## src/rtl/systolic_pkg.sv

```systemverilog
// Shared constants and types for the systolic array sequencer.
// Holds default geometry, the feed-length and step-width helpers, and the FSM state type.
// Pure declarations; no logic.
package systolic_pkg;

  localparam int DEFAULT_N      = 4;
  localparam int DEFAULT_DATA_W = 8;
  localparam int DEFAULT_ACC_W  = 16;

  // FEED lasts 3N-2 cycles: the last operand pair reaches cell (N-1,N-1) at step 3N-3.
  function automatic int calc_feed_len(input int n);
    return 3 * n - 2;
  endfunction

  // Step counter must hold 0 .. 3N-3.
  function automatic int calc_step_w(input int n);
    return $clog2(3 * n - 1);
  endfunction

  localparam int DEFAULT_FEED_LEN = calc_feed_len(DEFAULT_N);
  localparam int DEFAULT_STEP_W   = calc_step_w(DEFAULT_N);

  typedef enum logic [1:0] {
    IDLE  = 2'd0,
    CLEAR = 2'd1,
    FEED  = 2'd2,
    DONE  = 2'd3
  } state_t;

endpackage

```

## src/rtl/systolic_skew_feed.sv

```systemverilog
// Operand buffers for A (by row) and B (by column) plus the skewed edge muxes.
// Latency: writes land next cycle; edge outputs are combinational on step.
// No backpressure; writes are qualified by the controller.
module systolic_skew_feed
  import systolic_pkg::*;
#(
  parameter int N         = DEFAULT_N,
  parameter int DATA_W    = DEFAULT_DATA_W,
  parameter int CNT_W     = $clog2(N + 1),
  parameter int STEP_BITS = calc_step_w(N)
) (
  input  logic                 clk,
  input  logic                 wr_en,
  input  logic [CNT_W-1:0]     wr_idx,
  input  logic [N*DATA_W-1:0]  wr_a_row,
  input  logic [N*DATA_W-1:0]  wr_b_col,
  input  logic                 feed_en,
  input  logic [STEP_BITS-1:0] step,
  output logic [N*DATA_W-1:0]  a_edge,
  output logic [N*DATA_W-1:0]  b_edge
);

  // a_mem[r][k] = A[r][k]; b_mem[c][k] = B[k][c]. Index is [beat][element].
  // Not reset: a reset only clears the beat counter, the stale contents are harmless.
  logic [N-1:0][N-1:0][DATA_W-1:0] a_mem;
  logic [N-1:0][N-1:0][DATA_W-1:0] b_mem;

  // Store one A row and one B column per accepted load beat.
  always_ff @(posedge clk) begin
    for (int k = 0; k < N; k++) begin
      if (wr_en && (wr_idx == CNT_W'(k))) begin
        a_mem[k] <= wr_a_row;
        b_mem[k] <= wr_b_col;
      end
    end
  end

  // Edge slot i carries element k of its row/column when step == i+k (skew by i), else 0.
  always_comb begin
    a_edge = '0;
    b_edge = '0;
    for (int i = 0; i < N; i++) begin
      for (int k = 0; k < N; k++) begin
        if (feed_en && (step == STEP_BITS'(i + k))) begin
          a_edge[i*DATA_W +: DATA_W] = a_mem[i][k];
          b_edge[i*DATA_W +: DATA_W] = b_mem[i][k];
        end
      end
    end
  end

endmodule

```

## src/rtl/systolic_ctrl.sv

```systemverilog
// Sequencer for an N x N output-stationary systolic array: load, clear, skewed feed, done.
// Latency: result_valid rises 3N-1 cycles after the edge that samples start.
// Load port stalls (ld_ready=0) once N beats are held and outside IDLE; result held until result_ack.
module systolic_ctrl
  import systolic_pkg::*;
#(
  parameter int N      = DEFAULT_N,
  parameter int DATA_W = DEFAULT_DATA_W
) (
  input  logic                clk,
  input  logic                rst,
  input  logic                ld_valid,
  output logic                ld_ready,
  input  logic [N*DATA_W-1:0] ld_a_row,
  input  logic [N*DATA_W-1:0] ld_b_col,
  input  logic                start,
  output logic                busy,
  output logic                result_valid,
  input  logic                result_ack,
  output logic                array_rst,
  output logic [N*DATA_W-1:0] a_edge,
  output logic [N*DATA_W-1:0] b_edge
);

  localparam int CNT_W     = $clog2(N + 1);
  localparam int STEP_BITS = calc_step_w(N);
  localparam int FEED_LEN  = calc_feed_len(N);

  state_t               state_q, state_d;
  logic [CNT_W-1:0]     beat_cnt_q, beat_cnt_d;
  logic [STEP_BITS-1:0] step_q, step_d;
  logic                 ld_fire;
  logic                 feed_en;

  // State and counter registers.
  always_ff @(posedge clk or posedge rst) begin
    if (rst) begin
      state_q    <= IDLE;
      beat_cnt_q <= '0;
      step_q     <= '0;
    end else begin
      state_q    <= state_d;
      beat_cnt_q <= beat_cnt_d;
      step_q     <= step_d;
    end
  end

  // Next-state logic and registered-state output decode.
  always_comb begin
    state_d      = state_q;
    beat_cnt_d   = beat_cnt_q;
    step_d       = step_q;
    ld_ready     = 1'b0;
    busy         = 1'b0;
    result_valid = 1'b0;
    feed_en      = 1'b0;
    array_rst    = rst;
    ld_fire      = 1'b0;

    case (state_q)
      IDLE: begin
        ld_ready = (beat_cnt_q < CNT_W'(N));
        ld_fire  = ld_valid && ld_ready;
        if (ld_fire) begin
          beat_cnt_d = beat_cnt_q + 1'b1;
        end
        // beat_cnt is sampled before this cycle's beat, so a start on the final beat is dropped.
        if (start && (beat_cnt_q == CNT_W'(N))) begin
          state_d = CLEAR;
        end
      end
      CLEAR: begin
        busy      = 1'b1;
        array_rst = 1'b1;
        step_d    = '0;
        state_d   = FEED;
      end
      FEED: begin
        busy    = 1'b1;
        feed_en = 1'b1;
        if (step_q == STEP_BITS'(FEED_LEN - 1)) begin
          step_d  = '0;
          state_d = DONE;
        end else begin
          step_d = step_q + 1'b1;
        end
      end
      DONE: begin
        result_valid = 1'b1;
        if (result_ack) begin
          beat_cnt_d = '0;
          state_d    = IDLE;
        end
      end
      default: begin
        state_d = IDLE;
      end
    endcase
  end

  systolic_skew_feed #(
    .N        (N),
    .DATA_W   (DATA_W),
    .CNT_W    (CNT_W),
    .STEP_BITS(STEP_BITS)
  ) u_feed (
    .clk     (clk),
    .wr_en   (ld_fire),
    .wr_idx  (beat_cnt_q),
    .wr_a_row(ld_a_row),
    .wr_b_col(ld_b_col),
    .feed_en (feed_en),
    .step    (step_q),
    .a_edge  (a_edge),
    .b_edge  (b_edge)
  );

endmodule
```

## config.mk

```make
export PLATFORM = sky130hd
export DESIGN_NAME = systolic_ctrl
export DESIGN_NICKNAME = d
export VERILOG_FILES = /design/src/rtl/systolic_pkg.sv /design/src/rtl/systolic_skew_feed.sv /design/src/rtl/systolic_ctrl.sv
export SDC_FILE = /design/constraint.sdc
export NUM_CORES = 1
export LEC_CHECK = 0
export ABC_AREA = 1
export BUFFER_PORTS_ARGS = -buffer_cell sky130_fd_sc_hd__buf_2
export CAP_MARGIN = 20
export CORE_MARGIN = 5
export CORE_UTILIZATION = 40
export CTS_BUF_LIST = sky130_fd_sc_hd__clkbuf_16
export CTS_CLUSTER_DIAMETER = 40
export CTS_CLUSTER_SIZE = 14
export DETAILED_ROUTE_END_ITERATION = 10
export PLACE_DENSITY = 0.7
export SYNTH_ARGS = -nofsm -noshare
export SYNTH_HDL_FRONTEND = slang
export SYNTH_SLANG_ARGS = --single-unit
```

## constraint.sdc

```tcl
create_clock -name clk -period 5.4 [get_ports clk]
set_input_delay 1.08 -clock clk [delete_from_list [all_inputs] [get_ports clk]]
set_output_delay 1.08 -clock clk [all_outputs]
set_load 0.01 [all_outputs]
```

==> results_dict.tcl, run 1 <==
set metrics [dict create \
    status "completed" \
    multi_input_area_um2 2090 \
    ant_nets 0 \
    design.portCount 137 \
    fin_worst_skew_ps 12.9 \
    numCtsBuffers 35 \
    antenna_found_initial 2 \
    fillers 2146 \
    seqCellArea_um2 7910 \
    overflow 0 \
    cp-startpoint "state_q[0]$_DFFE_PP0P_" \
    worst_hold_path_type "reg2reg" \
    grt_pass1_wl_um 40500 \
    final_common_cell "edfxtp_1" \
    post-route-util_pct 49.5 \
    drive_gt1_share_pct 25.7 \
    clock_sinks 265 \
    drv_cap 0 \
    h-tree-depth 2 \
    postSynthAreaPerCell_um2 14.2 \
    grt_pass1_vias 6799 \
    drt_iter0_drc 602 \
    worst_slack_ps 1210 \
    period_needed_ps 4190 \
    top_usage_layer "met2" \
    ctsHoldBuffers 0 \
    hold_start "beat_cnt_q[1]$_DFFE_PP0P_" \
    grt.met1_usage_pct 24.6 \
    crit_path_start_kind "register" \
    met3_usage_pct 3.81 \
    track_usage_pct 18.4 \
    p_leak_nw 4.46 \
    grt_max_degree 65 \
    cp.arrival_ps 3110 \
    cp_slowest_cell "nor2_4" \
    setup_tns_ps 0 \
    core_um2 25200 \
    path_class "reg2out" \
    drtPass1Iterations 5 \
    synth_cell_types 22 \
    worst_pin_slew_ps 1090 \
    preCtsSetupSlack_ps 1760 \
    grt_setup_unrepaired "false" \
    period_share_pct 77.6 \
    crit_buf_inv 3 \
    ctsLongestPathBuffers 3 \
    synth_fp_nets 803 \
    postCtsResizedCells 0 \
    drc 0 \
    wl_um 26900 \
    synth_edf_count 256 \
    powerDensity_nw_per_um2 465 \
    synth_warnings 0 \
    clockRootBuffer "clkbuf_16" \
    max_slew_margin_pct 26.9 \
    die_w_um 170 \
    postSynthCellCount 723 \
    die_area_um2 28900 \
    setup_violations 0 \
    gp_congestion 0.781 \
    r2r_start "state_q[0]$_DFFE_PP0P_" \
    synth_seq_cells 265 \
    hpwlAfterDp_um 16300 \
    clock_latency_ps 510 \
    hold_violations 0 \
    max_freq_ghz 0.239 \
    endpoint_kind "output port" \
    cp_top_family "simple AND/OR/NAND/NOR gates" \
    rrSetupSlack_ps 2480 \
    row_count 58 \
    routedWlPerCell_um 22.0 \
    path_clk_slew_ps 60 \
    fin_nets 944 \
    synth_top_flop_cell "edfxtp_1" \
    die_height_um 170 \
    final_cell_mix "edfxtp_1, nand2_1, buf_2, nand4_1, nand3_1" \
    synth_area_um2 10200 \
    portBuffers 136 \
    slowest_delay_ps 610 \
    ir_drop_mv 0.305 \
    path_cells "inv_1 -> ha_2 -> nand2_1 -> nor2_4 -> buf_4 -> nand3_1 -> nand4_1 -> buf_2" \
    syn_to_final_growth_pct 21.7 \
    ys_seq_area_share_pct 77.3 \
    synthArstFlopShare_pct 3.40 \
    vias 6676 \
    path_max_fanout 29 \
    required_ps 4320 \
    drv_slew 0 \
    cts_setup_buffers 0 \
    start_util_pct 40.6 \
    cts_tree "built" \
    vias_per_cell 5.46 \
    grtUsageMet2_pct 30.5 \
]
[sequential cells by signal, summed over array words and instances, names as in the netlist]
name          count
u_feed.b_mem    128
state_q           2
u_feed.a_mem    128
step_q            4
beat_cnt_q        3
[layer usage]
layer	vias up	share of wire [%]
met5	-	0.078
met4	4	2.2
met3	47	7.5
li1	3031	-
met1	3277	41
met2	317	49
[path summary, 6_finish.rpt]
check	to	cells after the start
max in group asynchronous	beat_cnt_q[2]$_DFFE_PP0P_	2
min in group asynchronous	step_q[2]$_DFFE_PP0P_	2
worst min-delay path	beat_cnt_q[1]$_DFFE_PP0P_	2
worst min register to register	beat_cnt_q[1]$_DFFE_PP0P_	2
worst max register to register	u_feed.b_mem[69]$_DFFE_PP_	5
worst max-delay path	b_edge[13]	8
[metrics by stage]
stage	hold slack, ps	total power, mW	area [um2]	std cells
finish	547	5.79	12500	1222
global route	587	6.02	12500	1221
CTS	546	5.83	12500	1221
detailed placement	534	3.54	11300	1157
global placement	521	3.52	11300	1157
floorplan	491	3.13	10200	723
[power by group]
| part | switching [mW] | total (mW) | leakage, nW | internal (mW) |
|---|---|---|---|---|
| Clock | 0.903 | 2.30 | 0.589 | 1.39 |
| Sequential | 0.0735 | 2.58 | 2.43 | 2.50 |
| Combinational | 0.698 | 0.916 | 1.44 | 0.218 |
| Total | 1.67 | 5.79 | 4.46 | 4.12 |
[cell families after synthesis]
family                     synth area share (%)
adders and majority gates                  1.34
buffers and inverters                      2.98
and+or+nand+nor                            18.0
DFF                                        77.3
AOI/OAI and AO/OA                         0.391
[synth_stat cells (2+ instances only)]
master | n | area (um2)
buf_6 | 2 | 22.5
nand3_1 | 55 | 275
nor2_2 | 5 | 31.3
nor2_1 | 13 | 48.8
buf_1 | 4 | 15.0
clkbuf_1 | 9 | 33.8
or2_2 | 2 | 12.5
inv_1 | 17 | 63.8
nand2_1 | 168 | 631
buf_4 | 7 | 52.6
ha_1 | 11 | 138
edfxtp_1 | 256 | 7690
dfrtp_1 | 9 | 225
buf_2 | 22 | 110
o21ai_0 | 7 | 35.0
nand4_1 | 130 | 813
[final cells by class]
cell class / instances / share of cell area, %
sequential: 265 / 63.5
timing repair buffer: 148 / 6.19
tap: 330 / 3.31
clock inverter: 28 / 2.34
clock buffer: 36 / 7.23
inverter: 19 / 0.573
multi-input combinational: 395 / 16.8
antenna: 1 / 0.0201
[tightest hold or removal path: stages, from the launching register on]
cell	delay, ps
dfrtp_1	390
nand2_1	70
nand2_1	50
No activity file was read; power rests on OpenSTA's default activity.
==> run 2: changes to the inputs <==
--- a/config.mk
+++ b/config.mk
@@ -5,7 +5,7 @@
 export SDC_FILE = /design/constraint.sdc
 export NUM_CORES = 1
 export LEC_CHECK = 0
-export ABC_AREA = 1
+export ABC_AREA = 0
 export BUFFER_PORTS_ARGS = -buffer_cell sky130_fd_sc_hd__buf_2
 export CAP_MARGIN = 20
 export CORE_MARGIN = 5
==> constraint.sdc (replaced) <==
create_clock -name clk -period 4.3 [get_ports clk]
set_input_delay 0.86 -clock clk [delete_from_list [all_inputs] [get_ports clk]]
set_output_delay 0.86 -clock clk [all_outputs]
set_load 0.01 [all_outputs]
==> run 2 against run 1 <==
  * Sequential share of layout area fell by 2.5 points
  * Synthesized cell count rose by 1.2%
  * Via count rose by 6.8%
  * Clock power rose by 8.7%
  * Critical path type unchanged
  * Highest routed layer unchanged
==> results_dict.tcl, run 2 <==
set metrics [dict create \
    grt_setup_unrepaired "false" \
    drive_gt1_share_pct 26.5 \
    fin_worst_skew_ps 12.1 \
    synth_edf_count 256 \
    setup_violations 0 \
    grt_pass1_vias 7072 \
    crit_path_start_kind "register" \
    drv_cap 0 \
    core_um2 26900 \
    cts_setup_buffers 0 \
    worst_slack_ps 297 \
    h-tree-depth 1 \
    wl_um 29200 \
    ir_drop_mv 0.336 \
    synth_common_cells "edfxtp_1, nand3_1, buf_2" \
    yosysMostFrequentCell "edfxtp_1" \
    required_ps 3440 \
    netlist_top_cells_area "edfxtp_1, nand3_1, a32oi_1" \
    gp_congestion 0.810 \
    setup_tns_ps 0 \
    vias 7129 \
    synth_fp_nets 812 \
    crit_buf_inv 2 \
    hold_violations 0 \
    grt_max_degree 37 \
    cp.arrival_ps 3140 \
    die_height_um 175 \
    p_leak_nw 4.50 \
    preCtsSetupSlack_ps 870 \
    cp_top_family "simple AND/OR/NAND/NOR gates" \
    path_cells "inv_1 -> ha_1 -> or3b_2 -> a221oi_1 -> a221o_1 -> buf_2" \
    row_count 60 \
    period_share_pct 93.1 \
    design.portCount 137 \
    synthArstFlopShare_pct 3.40 \
    numCtsBuffers 29 \
    clock_sinks 265 \
    routedWlPerCell_um 23.9 \
    synth_top_cell_by_area "edfxtp_1" \
    slowest_delay_ps 890 \
    rr_worst_depth 5 \
    postCtsResizedCells 0 \
    ant_nets 0 \
    path_clk_slew_ps 60 \
    ctsHoldBuffers 0 \
    powerDensity_nw_per_um2 555 \
    die_area_um2 30700 \
    endpoint_kind "output port" \
    cp-startpoint "state_q[0]$_DFFE_PP0P_" \
    start_util_pct 40.6 \
    ctsLongestPathBuffers 3 \
    final_cell_mix "edfxtp_1, buf_2, nand3_1, inv_1, a32oi_1" \
    rr_endpoint "u_feed.a_mem[73]$_DFFE_PP_" \
    antenna_found_initial 1 \
    cp_num_cells 6 \
    drt_iter0_drc 660 \
    ys_seq_area_share_pct 72.5 \
    portBuffers 136 \
    overflow 0 \
    drc 0 \
    postSynthAreaPerCell_um2 14.9 \
    vias_per_cell 5.82 \
    grt_pass1_wl_um 43500 \
    drv_slew 0 \
    cts_tree "built" \
    fillers 2302 \
    antennaDiodeCount 0 \
    max_slew_margin_pct 31.9 \
    synth_cell_types 47 \
    synth_warnings 0 \
    clock_latency_ps 540 \
    worst_hold_path_type "in2async" \
    final_common_cell "edfxtp_1" \
    r2r_start "state_q[0]$_DFFE_PP0P_" \
    hpwlAfterDp_um 18600 \
    rrSetupSlack_ps 1720 \
    yosysTopAreaCellShare_pct 70.4 \
    status "completed" \
    synth_area_um2 10900 \
    track_usage_pct 18.5 \
    synth_seq_cells 265 \
    syn_to_final_growth_pct 18.9 \
    fin_nets 943 \
    path_max_fanout 31 \
    top_regs "u_feed.a_mem x128, u_feed.b_mem x128, step_q x4" \
    cp_slowest_cell "or3b_2" \
    max_freq_ghz 0.250 \
    period_needed_ps 4000 \
    die_w_um 175 \
    clockRootBuffer "clkbuf_16" \
    path_class "reg2out" \
    drtPass1Iterations 4 \
    worst_pin_slew_ps 1020 \
    postSynthCellCount 732 \
    synth_top_flop_cell "edfxtp_1" \
    post-route-util_pct 48.3 \
]
## run 2: power by group
part / total, mW / switching, mW / internal, mW
sequential: 3.03 / 0.115 / 2.92
combinational: 1.67 / 1.12 / 0.557
clock: 2.50 / 1.01 / 1.49
total: 7.20 / 2.24 / 4.96
## run 2: how the worst max path moves through the flow
stage                                 to  slack (ps)
2_1_floorplan  u_feed.a_mem[0]$_DFFE_PP_        1120
3_3_place_gp                  a_edge[18]         900
6_report                       b_edge[0]         300
3_5_place_dp                   b_edge[0]         870
4_1_cts                        b_edge[0]         280
5_1_grt                       a_edge[18]         130
## run 2: cell type report
type	count	area, um2	share of cell area [%]
Clock inverter	23	250	1.93
Inverter	32	120	0.925
Sequential cell	265	7920	61.0
Multi-Input combinational cell	369	2580	19.9
Tap cell	341	427	3.29
Clock buffer	29	726	5.59
Timing Repair Buffer	166	963	7.42
## run 2: metrics by stage
| stage | hold slack [ps] | area [um2] | std cells | power, mW |
|---|---|---|---|---|
| floorplan | 569 | 10900 | 732 | 4.08 |
| global placement | 600 | 12000 | 1172 | 4.74 |
| detailed placement | 614 | 12000 | 1172 | 4.76 |
| CTS | 300 | 13000 | 1224 | 7.24 |
| global route | 329 | 13000 | 1225 | 7.49 |
| finish | 304 | 13000 | 1225 | 7.20 |
## run 2: kinds of logic (layout without fill, tap and decap cells)
group	after synthesis	after routing	synth area share (%)
DFF	265	265	72.5
xor gates and xnor gates	1	1	0.0803
adders and majority gates	11	11	1.26
AOI/OAI and AO/OA	149	149	10.6
muxes	5	5	0.459
buffers and inverters	98	250	4.16
and+or+nand+nor	203	203	11.0
## run 2: routing by layer
| metal | up-vias | share of wire [%] | global-route usage [%] |
|---|---|---|---|
| met5 | - | 0.068 | 0 |
| met4 | 2 | 2.5 | 5.30 |
| met3 | 60 | 7.3 | 3.01 |
| met2 | 367 | 48 | 31.1 |
| met1 | 3522 | 42 | 24.9 |
| li1 | 3178 | - | - |
